<file path="src/rtl/fmap_stream_reader_pkg.sv">
`default_nettype none
// +----------------------------------------------------------------------+
// | fmap_stream_reader_pkg: shared types and sizing helpers              |
// | Rev 1.0                                                              |
// +----------------------------------------------------------------------+
package fmap_stream_reader_pkg;

  typedef enum logic [2:0] {
    ST_IDLE  = 3'd0,
    ST_FETCH = 3'd1,
    ST_WAIT  = 3'd2,
    ST_DRAIN = 3'd3,
    ST_DONE  = 3'd4
  } reader_state_t;

  function automatic int ceil_div(input int num, input int den);
    return (num + den - 1) / den;
  endfunction

  function automatic int addr_width(input int depth);
    return (depth > 1) ? $clog2(depth) : 1;
  endfunction

endpackage
`default_nettype wire

</file>
<file path="src/rtl/fmap_stream_reader_if.sv">
`default_nettype none
// +----------------------------------------------------------------------+
// | fmap_stream_reader_if: element stream with valid/ready/last          |
// | Rev 1.0                                                              |
// +----------------------------------------------------------------------+
interface fmap_stream_reader_if #(
  parameter int BIT_WIDTH = 16
);
  logic [BIT_WIDTH-1:0] out_data;
  logic                 out_valid;
  logic                 out_ready;
  logic                 out_last;

  modport master (output out_data, out_valid, out_last, input out_ready);
  modport slave  (input out_data, out_valid, out_last, output out_ready);
endinterface
`default_nettype wire

</file>
<file path="src/rtl/fmap_stream_reader_lane_serializer.sv">
`default_nettype none
// +----------------------------------------------------------------------+
// | fmap_stream_reader_lane_serializer: emits the valid lanes of a word  |
// | Rev 1.0                                                              |
// +----------------------------------------------------------------------+
module fmap_stream_reader_lane_serializer #(
  parameter  int BIT_WIDTH = 16,
  parameter  int NUM_LANES = 2,
  localparam int CNT_W     = $clog2(NUM_LANES + 1),
  localparam int LANE_W    = (NUM_LANES > 1) ? $clog2(NUM_LANES) : 1
) (
  input  wire logic                           clk,
  input  wire logic                           rst,
  input  wire logic                           load,
  input  wire logic [BIT_WIDTH*NUM_LANES-1:0] word,
  input  wire logic [CNT_W-1:0]               num_valid,
  output logic      [BIT_WIDTH-1:0]           data,
  output logic                                valid,
  input  wire logic                           ready,
  output logic                                word_empty
);

  logic [BIT_WIDTH*NUM_LANES-1:0] word_q;
  logic [LANE_W-1:0]              lane;
  logic [CNT_W-1:0]               lanes_q;
  logic                           valid_q;
  logic                           last_lane;

  assign last_lane = (CNT_W'(lane) + CNT_W'(1)) == lanes_q;
  assign data      = word_q[lane*BIT_WIDTH +: BIT_WIDTH];
  assign valid     = valid_q;
  // Asserted in the cycle whose handshake consumes the final lane, so the
  // controller can launch the next fetch without a bubble.
  assign word_empty = valid_q && ready && last_lane;

  always_ff @(posedge clk) begin
    if (rst) begin
      word_q  <= '0;
      lane    <= '0;
      lanes_q <= '0;
      valid_q <= 1'b0;
    end else if (load) begin
      word_q  <= word;
      lane    <= '0;
      lanes_q <= num_valid;
      valid_q <= 1'b1;
    end else if (valid_q && ready) begin
      if (last_lane) begin
        valid_q <= 1'b0;
        lane    <= '0;
      end else begin
        lane <= lane + LANE_W'(1);
      end
    end
  end

endmodule
`default_nettype wire

</file>
<file path="src/rtl/fmap_stream_reader.sv">
`default_nettype none
// +----------------------------------------------------------------------+
// | fmap_stream_reader: streams a banked feature-map RAM element-wise    |
// | Option: FMAP_READER_RELU_EN clamps negative elements to zero         |
// | Rev 1.0                                                              |
// +----------------------------------------------------------------------+
module fmap_stream_reader
  import fmap_stream_reader_pkg::*;
#(
  parameter  int OUT_X          = 42,
  parameter  int OUT_Y          = 42,
  parameter  int BIT_WIDTH      = 16,
  parameter  int NUM_RAM_SPLITS = 2,
  parameter  int RD_LATENCY     = 1,
  localparam int NUM_ELEMS      = OUT_X * OUT_Y,
  localparam int NUM_WORDS      = ceil_div(NUM_ELEMS, NUM_RAM_SPLITS),
  localparam int ADDR_W         = addr_width(NUM_WORDS)
) (
  input  wire logic                                clk,
  input  wire logic                                rst,
  input  wire logic                                start,
  output logic      [ADDR_W-1:0]                   addr_rd,
  input  wire logic [BIT_WIDTH*NUM_RAM_SPLITS-1:0] data_rd,
  fmap_stream_reader_if.master                     strm,
  output logic                                     busy,
  output logic                                     done
);

  localparam int LAST_LANES = NUM_ELEMS - (NUM_WORDS - 1) * NUM_RAM_SPLITS;
  localparam int LCNT_W     = $clog2(NUM_RAM_SPLITS + 1);
  localparam int WCNT_W     = $clog2(RD_LATENCY + 1);
  localparam int ELEM_W     = $clog2(NUM_ELEMS + 1);

  reader_state_t         state;
  reader_state_t         state_nx;
  logic [ADDR_W-1:0]     word_idx;
  logic [WCNT_W-1:0]     wait_cnt;
  logic [ELEM_W-1:0]     elem_cnt;
  logic                  load;
  logic                  last_word;
  logic                  word_empty;
  logic                  ser_valid;
  logic [BIT_WIDTH-1:0]  ser_data;
  logic [LCNT_W-1:0]     word_lanes;

  assign last_word  = word_idx == ADDR_W'(NUM_WORDS - 1);
  assign word_lanes = last_word ? LCNT_W'(LAST_LANES) : LCNT_W'(NUM_RAM_SPLITS);

  always_ff @(posedge clk) begin
    if (rst) state <= ST_IDLE;
    else     state <= state_nx;
  end

  always_comb begin
    state_nx = state;
    case (state)
      ST_IDLE:  if (start) state_nx = ST_FETCH;
      ST_FETCH: state_nx = ST_WAIT;
      ST_WAIT:  if (wait_cnt == WCNT_W'(RD_LATENCY)) state_nx = ST_DRAIN;
      ST_DRAIN: if (word_empty) state_nx = last_word ? ST_DONE : ST_FETCH;
      ST_DONE:  state_nx = ST_IDLE;
      default:  state_nx = ST_IDLE;
    endcase
  end

  always_comb begin
    busy = (state != ST_IDLE);
    done = (state == ST_DONE);
    load = (state == ST_WAIT) && (wait_cnt == WCNT_W'(RD_LATENCY));
  end

  // The address is launched on leaving FETCH; WAIT then counts the RAM latency
  // plus one cycle so the lane buffer captures a settled word.
  always_ff @(posedge clk) begin
    if (rst) begin
      word_idx <= '0;
      addr_rd  <= '0;
      wait_cnt <= '0;
      elem_cnt <= '0;
    end else begin
      if (state == ST_IDLE && start) begin
        word_idx <= '0;
        elem_cnt <= '0;
      end
      if (state == ST_FETCH) begin
        addr_rd  <= word_idx;
        wait_cnt <= '0;
      end
      if (state == ST_WAIT && !load) wait_cnt <= wait_cnt + WCNT_W'(1);
      if (state == ST_DRAIN && word_empty && !last_word) word_idx <= word_idx + ADDR_W'(1);
      if (ser_valid && strm.out_ready) elem_cnt <= elem_cnt + ELEM_W'(1);
    end
  end

  fmap_stream_reader_lane_serializer #(
    .BIT_WIDTH (BIT_WIDTH),
    .NUM_LANES (NUM_RAM_SPLITS)
  ) u_serializer (
    .clk        (clk),
    .rst        (rst),
    .load       (load),
    .word       (data_rd),
    .num_valid  (word_lanes),
    .data       (ser_data),
    .valid      (ser_valid),
    .ready      (strm.out_ready),
    .word_empty (word_empty)
  );

  assign strm.out_valid = ser_valid;
  assign strm.out_last  = ser_valid && (elem_cnt == ELEM_W'(NUM_ELEMS - 1));

`ifdef FMAP_READER_RELU_EN
  assign strm.out_data = ($signed(ser_data) < 0) ? '0 : ser_data;
`else
  assign strm.out_data = ser_data;
`endif

endmodule
`default_nettype wire

</file>
<file path="src/flat_wrapper.sv">
// flat-port wrapper written by rule: the top's interface ports become plain ports
module fmap_stream_reader_flat import fmap_stream_reader_pkg::*;
#(
  parameter  int OUT_X          = 42,
  parameter  int OUT_Y          = 42,
  parameter  int BIT_WIDTH      = 16,
  parameter  int NUM_RAM_SPLITS = 2,
  parameter  int RD_LATENCY     = 1,
  localparam int NUM_ELEMS      = OUT_X * OUT_Y,
  localparam int NUM_WORDS      = ceil_div(NUM_ELEMS, NUM_RAM_SPLITS),
  localparam int ADDR_W         = addr_width(NUM_WORDS)
)
  (clk, rst, start, addr_rd, data_rd, busy, done, strm_out_data, strm_out_valid, strm_out_last, strm_out_ready);
  fmap_stream_reader_if #(.BIT_WIDTH(BIT_WIDTH)) strm_i ();
  input  wire logic clk;
  input  wire logic rst;
  input  wire logic start;
  output logic      [ADDR_W-1:0] addr_rd;
  input  wire logic [BIT_WIDTH*NUM_RAM_SPLITS-1:0] data_rd;
  output logic busy;
  output logic done;
  output wire logic [$bits(strm_i.out_data)-1:0] strm_out_data;
  output wire logic [$bits(strm_i.out_valid)-1:0] strm_out_valid;
  output wire logic [$bits(strm_i.out_last)-1:0] strm_out_last;
  input wire logic [$bits(strm_i.out_ready)-1:0] strm_out_ready;
  assign strm_out_data = strm_i.out_data;
  assign strm_out_valid = strm_i.out_valid;
  assign strm_out_last = strm_i.out_last;
  assign strm_i.out_ready = strm_out_ready;
  fmap_stream_reader #(.OUT_X(OUT_X), .OUT_Y(OUT_Y), .BIT_WIDTH(BIT_WIDTH), .NUM_RAM_SPLITS(NUM_RAM_SPLITS), .RD_LATENCY(RD_LATENCY)) u_core (.clk(clk), .rst(rst), .start(start), .addr_rd(addr_rd), .data_rd(data_rd), .strm(strm_i), .busy(busy), .done(done));
endmodule
</file>
<file path="config.mk">
export PLATFORM = sky130hd
export DESIGN_NAME = fmap_stream_reader_flat
export DESIGN_NICKNAME = d
export VERILOG_FILES = /design/src/rtl/fmap_stream_reader_pkg.sv /design/src/rtl/fmap_stream_reader_if.sv /design/src/rtl/fmap_stream_reader_lane_serializer.sv /design/src/rtl/fmap_stream_reader.sv /design/src/flat_wrapper.sv
export SDC_FILE = /design/constraint.sdc
export NUM_CORES = 1
export LEC_CHECK = 0
export CAP_MARGIN = 10
export CORE_MARGIN = 8
export CORE_UTILIZATION = 45
export CTS_CLUSTER_DIAMETER = 120
export CTS_CLUSTER_SIZE = 25
export DETAILED_ROUTE_END_ITERATION = 10
export PLACE_DENSITY = 0.72
export SLEW_MARGIN = 20
export SYNTH_ARGS = -nofsm -noshare
export SYNTH_HDL_FRONTEND = slang
export SYNTH_SLANG_ARGS = --single-unit
</file>
<file path="constraint.sdc">
create_clock -name clk -period 1.8 [get_ports clk]
set_clock_uncertainty 0.15 [all_clocks]
set_input_delay 0.36 -clock clk [delete_from_list [all_inputs] [get_ports clk]]
set_output_delay 0.36 -clock clk [all_outputs]
set_load 0.02 [all_outputs]
</file>
* Word-level counts from Yosys, hierarchy flattened
Index checks and enable logic that the tools add are counted.
Cells by class: $add $sub $neg 5, $mul 0, div/mod/pow operators 0, magnitude comparators 0, equality and inequality tests 10, shift operators 1, muxes and demuxes 15, bitwise gates (word level) 0, reductions and logical operators 20
Operators with widths (number):
- $shiftx A32 B6 Y16 | 1
- $mux W11 | 2
- $mux W10 | 2
- $mux W3 | 4
- $pmux W3 S4 | 1
- $add A11 B1 Y11 const B | 1
- $eq A11 B11 Y1 const B | 1
- $add A10 B1 Y10 const B | 1
- $eq A10 B10 Y1 const B | 1
- $reduce_bool A2 Y1 | 5
- $logic_and A1 B1 Y1 | 8
- $eq A3 B2 Y1 const B | 2
- $mux W1 | 6
- $ne A2 B1 Y1 const B | 2
- $eq A3 B1 Y1 const B | 1
- $eq A3 B3 Y1 const B | 1
- $logic_not A3 Y1 | 1
- $reduce_and A3 Y1 | 1
- $reduce_bool A3 Y1 | 1
- $add A1 B1 Y1 const B | 2
- $add A1 B1 Y2 const B | 1
- $eq A2 B2 Y1 | 1
- $logic_not A1 Y1 | 2
- $ne A2 B2 Y1 const B | 1
- other kinds (2) | 2
Word-level totals: register bits 70, latch bits 0, bits in writable memories 0, memory bits (read-only) 0, input port bits 36, output and inout port bits 30, logic and storage cells 60, memories kept 0

* Longest topological paths before layout
Gate-level depths: netlist (run 1).
depth after elaboration 6, gate-level depth with buffers 7, mapped depth without buffers 5

* Hierarchy
A second synthesis (run 1) with hierarchy kept.
Second synthesis, totals: cells, all modules 336, area, all modules 3275.6 um^2
By module, submodules not included:
- fmap_stream_reader | instances 1, cells an instance 193, area an instance 1687.9 um^2, sequential area each 700.7 um^2
- fmap_stream_reader_lane_serializer | instances 1, cells an instance 143, area an instance 1587.8 um^2, sequential area each 720.7 um^2

* Worst setup path after synthesis (run 1)
OpenSTA, ideal clock, no wires.
kind register -> output, start register u_core.u_serializer.valid_q (netlist: u_core.u_serializer.valid), end output port strm_out_last, arrival 1602 ps, data required time 1290 ps, path slack -312 ps, cell stages (with the launch flop) 3, path buffers 0, cells stage by stage dfxtp_1 -> or4b_2 -> nor3_1
On the way: longest elaborated chain between the ends 1
RTL lines:
- start, declared | line fmap_stream_reader_lane_serializer.sv:26 | logic valid_q;
- start signal, assigned | line fmap_stream_reader_lane_serializer.sv:41 | valid_q <= 1'b0;
- start signal, assigned | line fmap_stream_reader_lane_serializer.sv:46 | valid_q <= 1'b1;
- start signal, assigned | line fmap_stream_reader_lane_serializer.sv:49 | valid_q <= 1'b0;
- $logic_and A1 B1 Y1 | line fmap_stream_reader.sv:111 | assign strm.out_last = ser_valid && (elem_cnt == ELEM_W'(NUM_ELEMS - 1));
- end, declared | line flat_wrapper.sv:24 | output wire logic [$bits(strm_i.out_last)-1:0] strm_out_last;
No other way between the ends.

* Worst setup path after layout (run 1)
start register u_core.elem_cnt[2], end output port strm_out_last
On the way: longest elaborated chain between the ends 2
RTL lines:
- start, declared | line fmap_stream_reader.sv:38 | logic [ELEM_W-1:0] elem_cnt;
- start signal, assigned | line fmap_stream_reader.sv:91 | if (ser_valid && strm.out_ready) elem_cnt <= elem_cnt + ELEM_W'(1);
- $eq A11 B11 Y1 | line fmap_stream_reader.sv:111
- $logic_and A1 B1 Y1 | line fmap_stream_reader.sv:111
No other way between the ends.

==> results of run 1 <==
-- kinds of logic (layout without fill, tap and decap cells) --
logic type / Yosys count / after routing
mux: 18 / 18
buf+inv: 28 / 127
compound gates: 81 / 81
xor+xnor: 6 / 6
flops: 70 / 70
fa+ha+maj: 3 / 3
simple gates: 166 / 166
-- metal layers --
| metal | global-route usage [%] | part of all wire [%] |
|---|---|---|
| met5 | 0 | 0 |
| met4 | 5.67 | 0.31 |
| met3 | 3.66 | 4.8 |
| met2 | 27.1 | 49 |
| met1 | 21.3 | 46 |
-- path summary, 6_finish.rpt --
path,end,from,cells past startpoint,slack (ns)
setup / recovery,strm_out_last,u_core.elem_cnt[2],3,-0.18
hold / removal,u_core.state[0],rst,3,0.27
setup reg to reg,u_core.word_idx[7],u_core.u_serializer.lane,5,0.09
hold reg to reg,u_core.addr_rd[0],u_core.addr_rd[0],2,0.30
-- critical path, delay by kind of cell, from the launching register on --
kind,cells,cell delay (ns)
AND/OR/NAND/NOR,2,0.68
flip-flops,1,0.33
buffers and inverters,1,0.14
-- power by group through the flow --
stage               combinational, W  clock, W  sequential, W
floorplan                   0.000118         0        0.00161
global placement            0.000269         0        0.00161
detailed placement          0.000270         0        0.00161
CTS                         0.000265   0.00117        0.00158
global route                0.000302   0.00125        0.00158
finish                      0.000277   0.00114        0.00158
-- final cells by class --
cell class	instances	area share (%)
Multi-Input combinational cell	274	37.8
Inverter	6	0.516
Clock buffer	13	3.64
Sequential cell	70	32.3
Clock inverter	3	0.430
Tap cell	80	2.29
Timing Repair Buffer	105	23.0
-- sequential cells by signal, summed over array words and instances, names as in the netlist --
| signal | count |
|---|---|
| u_core.state | 3 |
| u_core.u_serializer.valid | 1 |
| u_core.u_serializer.lanes_q | 1 |
| u_core.word_idx | 10 |
| u_core.u_serializer.lane | 1 |
| u_core.wait_cnt | 1 |
| u_core.u_serializer.word_q | 32 |
| u_core.elem_cnt | 11 |
| u_core.addr_rd | 10 |
-- what timing repair did --
action | CTS | global route
gates resized for setup | 95 | 54
cloned | 0 | 1
buffers inserted | 0 | 0
setup endpoints to repair | 30 | 28
-- metrics by stage --
step / instance area [um2] / cells
after floorplan: 3090 / 372
after global placement: 4060 / 534
after detailed placement: 4060 / 534
after CTS: 4170 / 550
after global routing: 4360 / 551
final: 4360 / 551
-- cells in the final DEF (no fill, tap or decap), types with 3 or more instances in the layout --
cell type        instances
a21oi_1                 52
a311oi_1                 4
and2_1                   3
buf_12                   3
buf_4                   36
buf_6                   17
clkbuf_8                11
clkdlybuf4s50_1         33
dfxtp_1                 65
dfxtp_2                  4
dlygate4sd2_1           10
ha_1                     3
inv_1                    6
mux2_4                  16
nand2_1                102
nand3_1                  9
nand3b_1                 6
nand4_1                  3
nor2_1                  13
nor3_1                   4
o211ai_1                 4
o21ai_0                  6
o221ai_1                 4
or3_1                    4
xnor2_1                  3
xor2_1                   3
==> flow_metrics.tcl, run 1 <==
set metrics [dict create \
    drt_wl_total_mm 8.04 \
    layout_setup_ws_ns -0.182 \
    start_util_pct 45.8 \
    ys_warn_count 0 \
    die_x_um 98.7 \
    seq_power_share_pct 52.7 \
    whs_ns 0.267 \
    synth_fa_ha_area_share_pct 1.22 \
    yosys-top-cells-count "nand2_1 (102), dfxtp_1 (70), a21oi_1 (52)" \
    htreeDepth 3 \
    avgRoutedWirePerCell_um 14.6 \
    finalCritPeriodShare_pct 110 \
    ys_seq_elements 70 \
    synth-async-reset-ratio_pct 0 \
    synth.area.mux_share_pct 6.51 \
    yosysTopAreaCell "dfxtp_1" \
    num_rows 30 \
    synthSimpleGateAreaFrac_pct 25.4 \
    final_util_pct 64.9 \
    drv_slew 0 \
    max_slew_margin_pct 66.9 \
    cts.sinks 70 \
    seq_area_frac_synth_pct 45.6 \
    syn_inst 372 \
    grt_usage_pct 16.7 \
    leakagePower_nw 1.67 \
    synth_cell_type_count 49 \
    multi_input_area_um2 1650 \
    register_area_um2 1410 \
    gp_congestion 0.838 \
    slowest_stage "or4b_4" \
    crit_path_max_fanout 2 \
    via_per_inst 5.39 \
    grt_overflow 0 \
    fin_crit_ns 1.98 \
    p_sw_w 0.000706 \
    dr.pass1.iters 4 \
    drtIter0Drc 100 \
    nNetsFinal 505 \
    sw_frac_of_total_pct 23.6 \
    setup_viol 17 \
    cts_buffers 9 \
    yosysMostFrequentCell "nand2_1" \
    p_int_w 0.00229 \
    ant_nets 0 \
    max_freq_mhz 505 \
    cts_tree "yes" \
    grt_max_degree 51 \
    grt_pass1_wl_mm 13.4 \
    grt_antenna_before_repair 0 \
    dp_hpwl_mm 5.58 \
    insertion_delay_ns 0.33 \
    core_area_um2 6720 \
    cts.path.max_buffers 2 \
    die-area_um2 9730 \
    synth_xor_area_share_pct 1.71 \
    synthesis.area_um2 3070 \
    comb_power_share_pct 9.2 \
    crit_chain "or4b_4 -> nor3_4 -> buf_6" \
    portBuffers 65 \
    ys_top_cells_by_area "dfxtp_1 (46%), nand2_1 (12%), a21oi_1 (8.5%), mux2_2 (5.9%), clkbuf_1 (1.6%)" \
    p_total_w 0.00300 \
    synth_enable_flop_cells 0 \
    critical_path.endpoint_type "primary output" \
    synth_top_family_by_area "simple AND/OR/NAND/NOR gates" \
    hp-class "primary input to flip-flop" \
    grt_pass1_vias 2862 \
    antenna_cells 0 \
    die_h_um 98.7 \
    drcViolationCount 0 \
    nFillCells 582 \
    power_density_nw_per_um2 686 \
    setup_tns_ns -0.568 \
    power_frac_clock_pct 38.0 \
    crit_path_start_kind "flip-flop" \
    hold_viol 0 \
    root_buffer "clkbuf_8" \
    critPathArrivalTime_ns 1.47 \
    worst_pin_slew_ns 0.496 \
    syn_area_per_cell_um2 8.26 \
    clk_pin_slew_ns 0.07 \
    maxCapViolations 0 \
    cts_hold_buffers 0 \
    pre_cts_slack_ns -0.454 \
    syn-num-nets 411 \
    area_delta_synth_final_pct 41.9 \
    vias 2969 \
    crit_required_ns 1.29 \
    status "finished, violations left" \
    synth_top_area_share_pct 45.6 \
    crit_type "flip-flop to primary output" \
    max-vdd-ir-drop_mv 0.397 \
    failed_checks "setup timing" \
    synth-compound-area-share_pct 15.4 \
    synthFlopType "dfxtp_1" \
    cp_slowest_stage_delay_ns 0.54 \
    rsz0062_at_grt "true" \
    io_pins 66 \
    drive_above_1_share_pct 22.3 \
]
(Power assumes the default switching activity.)
==> inputs of run 2 (changes only) <==
--- a/config.mk
+++ b/config.mk
@@ -11,6 +11,7 @@
 export CTS_CLUSTER_DIAMETER = 120
 export CTS_CLUSTER_SIZE = 25
 export DETAILED_ROUTE_END_ITERATION = 10
+export GPL_TIMING_DRIVEN = 1
 export PLACE_DENSITY = 0.72
 export SLEW_MARGIN = 20
 export SYNTH_ARGS = -nofsm -noshare
==> results of run 2 <==
No change in the layout: final DEF, timing and power equal those of run 1.
==> inputs of run 3 (changes only) <==
--- a/config.mk
+++ b/config.mk
@@ -13,6 +13,7 @@
 export DETAILED_ROUTE_END_ITERATION = 10
 export GPL_TIMING_DRIVEN = 1
 export PLACE_DENSITY = 0.72
+export REMOVE_ABC_BUFFERS = 1
 export SLEW_MARGIN = 20
 export SYNTH_ARGS = -nofsm -noshare
 export SYNTH_HDL_FRONTEND = slang
==> run 3 against run 2 <==
Effect of this change: largest power group unchanged; routed wire length rose by 2.2%; non-clock buffer count rose by 2; maximum frequency rose by 1.7%; die area unchanged; the run still ends with setup timing left; power increased by 3.6%; count of clock-buffer cells in the layout down 2; clock power rose by 9%.
==> flow_metrics.tcl, run 3 (synthesis results as in run 1) <==
set metrics [dict create \
    max_freq_mhz 513 \
    start_util_pct 45.8 \
    cts.path.max_buffers 2 \
    drive_above_1_share_pct 23.1 \
    status "finished, violations left" \
    avgRoutedWirePerCell_um 14.9 \
    top_register "u_core.u_serializer.word_q" \
    portBuffers 65 \
    dp_hpwl_mm 5.61 \
    io_pins 66 \
    die_h_um 98.7 \
    largestRegisters "u_core.u_serializer.word_q: 32 flops, u_core.elem_cnt: 11 flops" \
    critical_path.endpoint_type "primary output" \
    nNetsFinal 507 \
    setup_viol 16 \
    crit_type "flip-flop to primary output" \
    final_cell_mix "nand2_1 (101), dfxtp_1 (65), a21oi_1 (52)" \
    drv_slew 0 \
    hp-class "primary input to flip-flop" \
    nFillCells 554 \
    drt_wl_total_mm 8.22 \
    finalCritPeriodShare_pct 108 \
    failed_checks "setup timing" \
    dr.pass1.iters 4 \
    via_per_inst 5.28 \
    root_buffer "clkbuf_8" \
    grt_pass1_vias 2871 \
    grt_usage_pct 16.9 \
    crit_family "simple AND/OR/NAND/NOR gates" \
    grt_max_degree 33 \
    ant_nets 0 \
    maxCapViolations 0 \
    rsz0062_at_grt "true" \
    vias 2913 \
    layout_setup_ws_ns -0.149 \
    area_delta_synth_final_pct 43.4 \
    clk_pin_slew_ns 0.07 \
    htreeDepth 3 \
    final_common_cell "nand2_1" \
    cts.sinks 70 \
    max_slew_margin_pct 75.9 \
    critPathArrivalTime_ns 1.44 \
    cts_hold_buffers 0 \
    gp_congestion 0.862 \
    drtIter0Drc 142 \
    insertion_delay_ns 0.34 \
    grt_antenna_before_repair 0 \
    worst_pin_slew_ns 0.361 \
    crit_required_ns 1.29 \
    fin_crit_ns 1.95 \
    drcViolationCount 0 \
    largest_register_ffs 32 \
    num_rows 30 \
    final_util_pct 65.6 \
    p_total_w 0.00310 \
    crit_chain "or4b_4 -> nor3_2 -> buf_4" \
    cts_tree "yes" \
    whs_ns 0.213 \
    slowest_stage "or4b_4" \
    grt_pass1_wl_mm 13.7 \
    power_density_nw_per_um2 703 \
    die-area_um2 9730 \
    crit_path_max_fanout 2 \
    cts_buffers 9 \
    leakagePower_nw 1.67 \
    crit_path_start_kind "flip-flop" \
    core_area_um2 6720 \
    cp_slowest_stage_delay_ns 0.53 \
    die_x_um 98.7 \
    crit_buf_inv 1 \
    hold_viol 0 \
    pre_cts_slack_ns -0.426 \
    max-vdd-ir-drop_mv 0.433 \
    grt_overflow 0 \
    antenna_cells 0 \
]
[run 3: repair_timing]
item / in CTS / in global routing
gates resized for setup: 106 / 49
buffers inserted: 3 / 2
cloned: 1 / 0
pin swaps: 2 / 2
setup endpoints to repair: 29 / 34
[run 3: cell type report]
type | count | area (um2) | share of cell area [%]
clock buffers | 11 | 141 | 3.21
clock inverters | 4 | 47.5 | 1.08
inverters | 6 | 22.5 | 0.511
multi-input cells | 274 | 1650 | 37.3
flip-flops and latches | 70 | 1410 | 32.0
well taps | 80 | 100 | 2.27
repair buffers | 107 | 1040 | 23.6
[run 3: path summary, 6_finish.rpt]
path	slack, ns	cells past startpoint	end	startpoint
max	-0.15	3	strm_out_last	u_core.elem_cnt[2]
min	0.21	2	u_core.word_idx[7]	rst
max reg2reg	0.08	5	u_core.word_idx[1]	u_core.word_idx[1]
min reg2reg	0.30	2	u_core.addr_rd[2]	u_core.addr_rd[2]
[run 3: worst reg2reg max path: stages (launching register included)]
cell     delay (ns)
dfxtp_1        0.44
inv_1          0.08
ha_1           0.19
and4_1         0.21
or3_2          0.45
a21oi_1        0.13
[run 3: per-stage QoR]
stage / cells / instance area [um2] / TNS [ns]
global route: 552 / 4410 / -1.61
CTS: 551 / 4240 / -1.93
finish: 552 / 4410 / -1.11
detailed placement: 532 / 4020 / -7.08
global placement: 532 / 4020 / -6.86
floorplan: 350 / 2970 / -2.35
[run 3: where the power goes]
group / switching (W) / internal [W]
registers: 0.0000169 / 0.00157
logic: 0.000131 / 0.000149
clock network: 0.000573 / 0.000666
total: 0.000722 / 0.00238
[run 3: per-layer routing]
metal / global-route usage (%) / wire (um) / vias to the layer above
met5: 0 / 0 / -
met4: 4.25 / 84 / 0
met3: 5.36 / 459 / 8
met2: 27.1 / 3820 / 71
met1: 21.3 / 3860 / 1355
li1: - / - / 1479
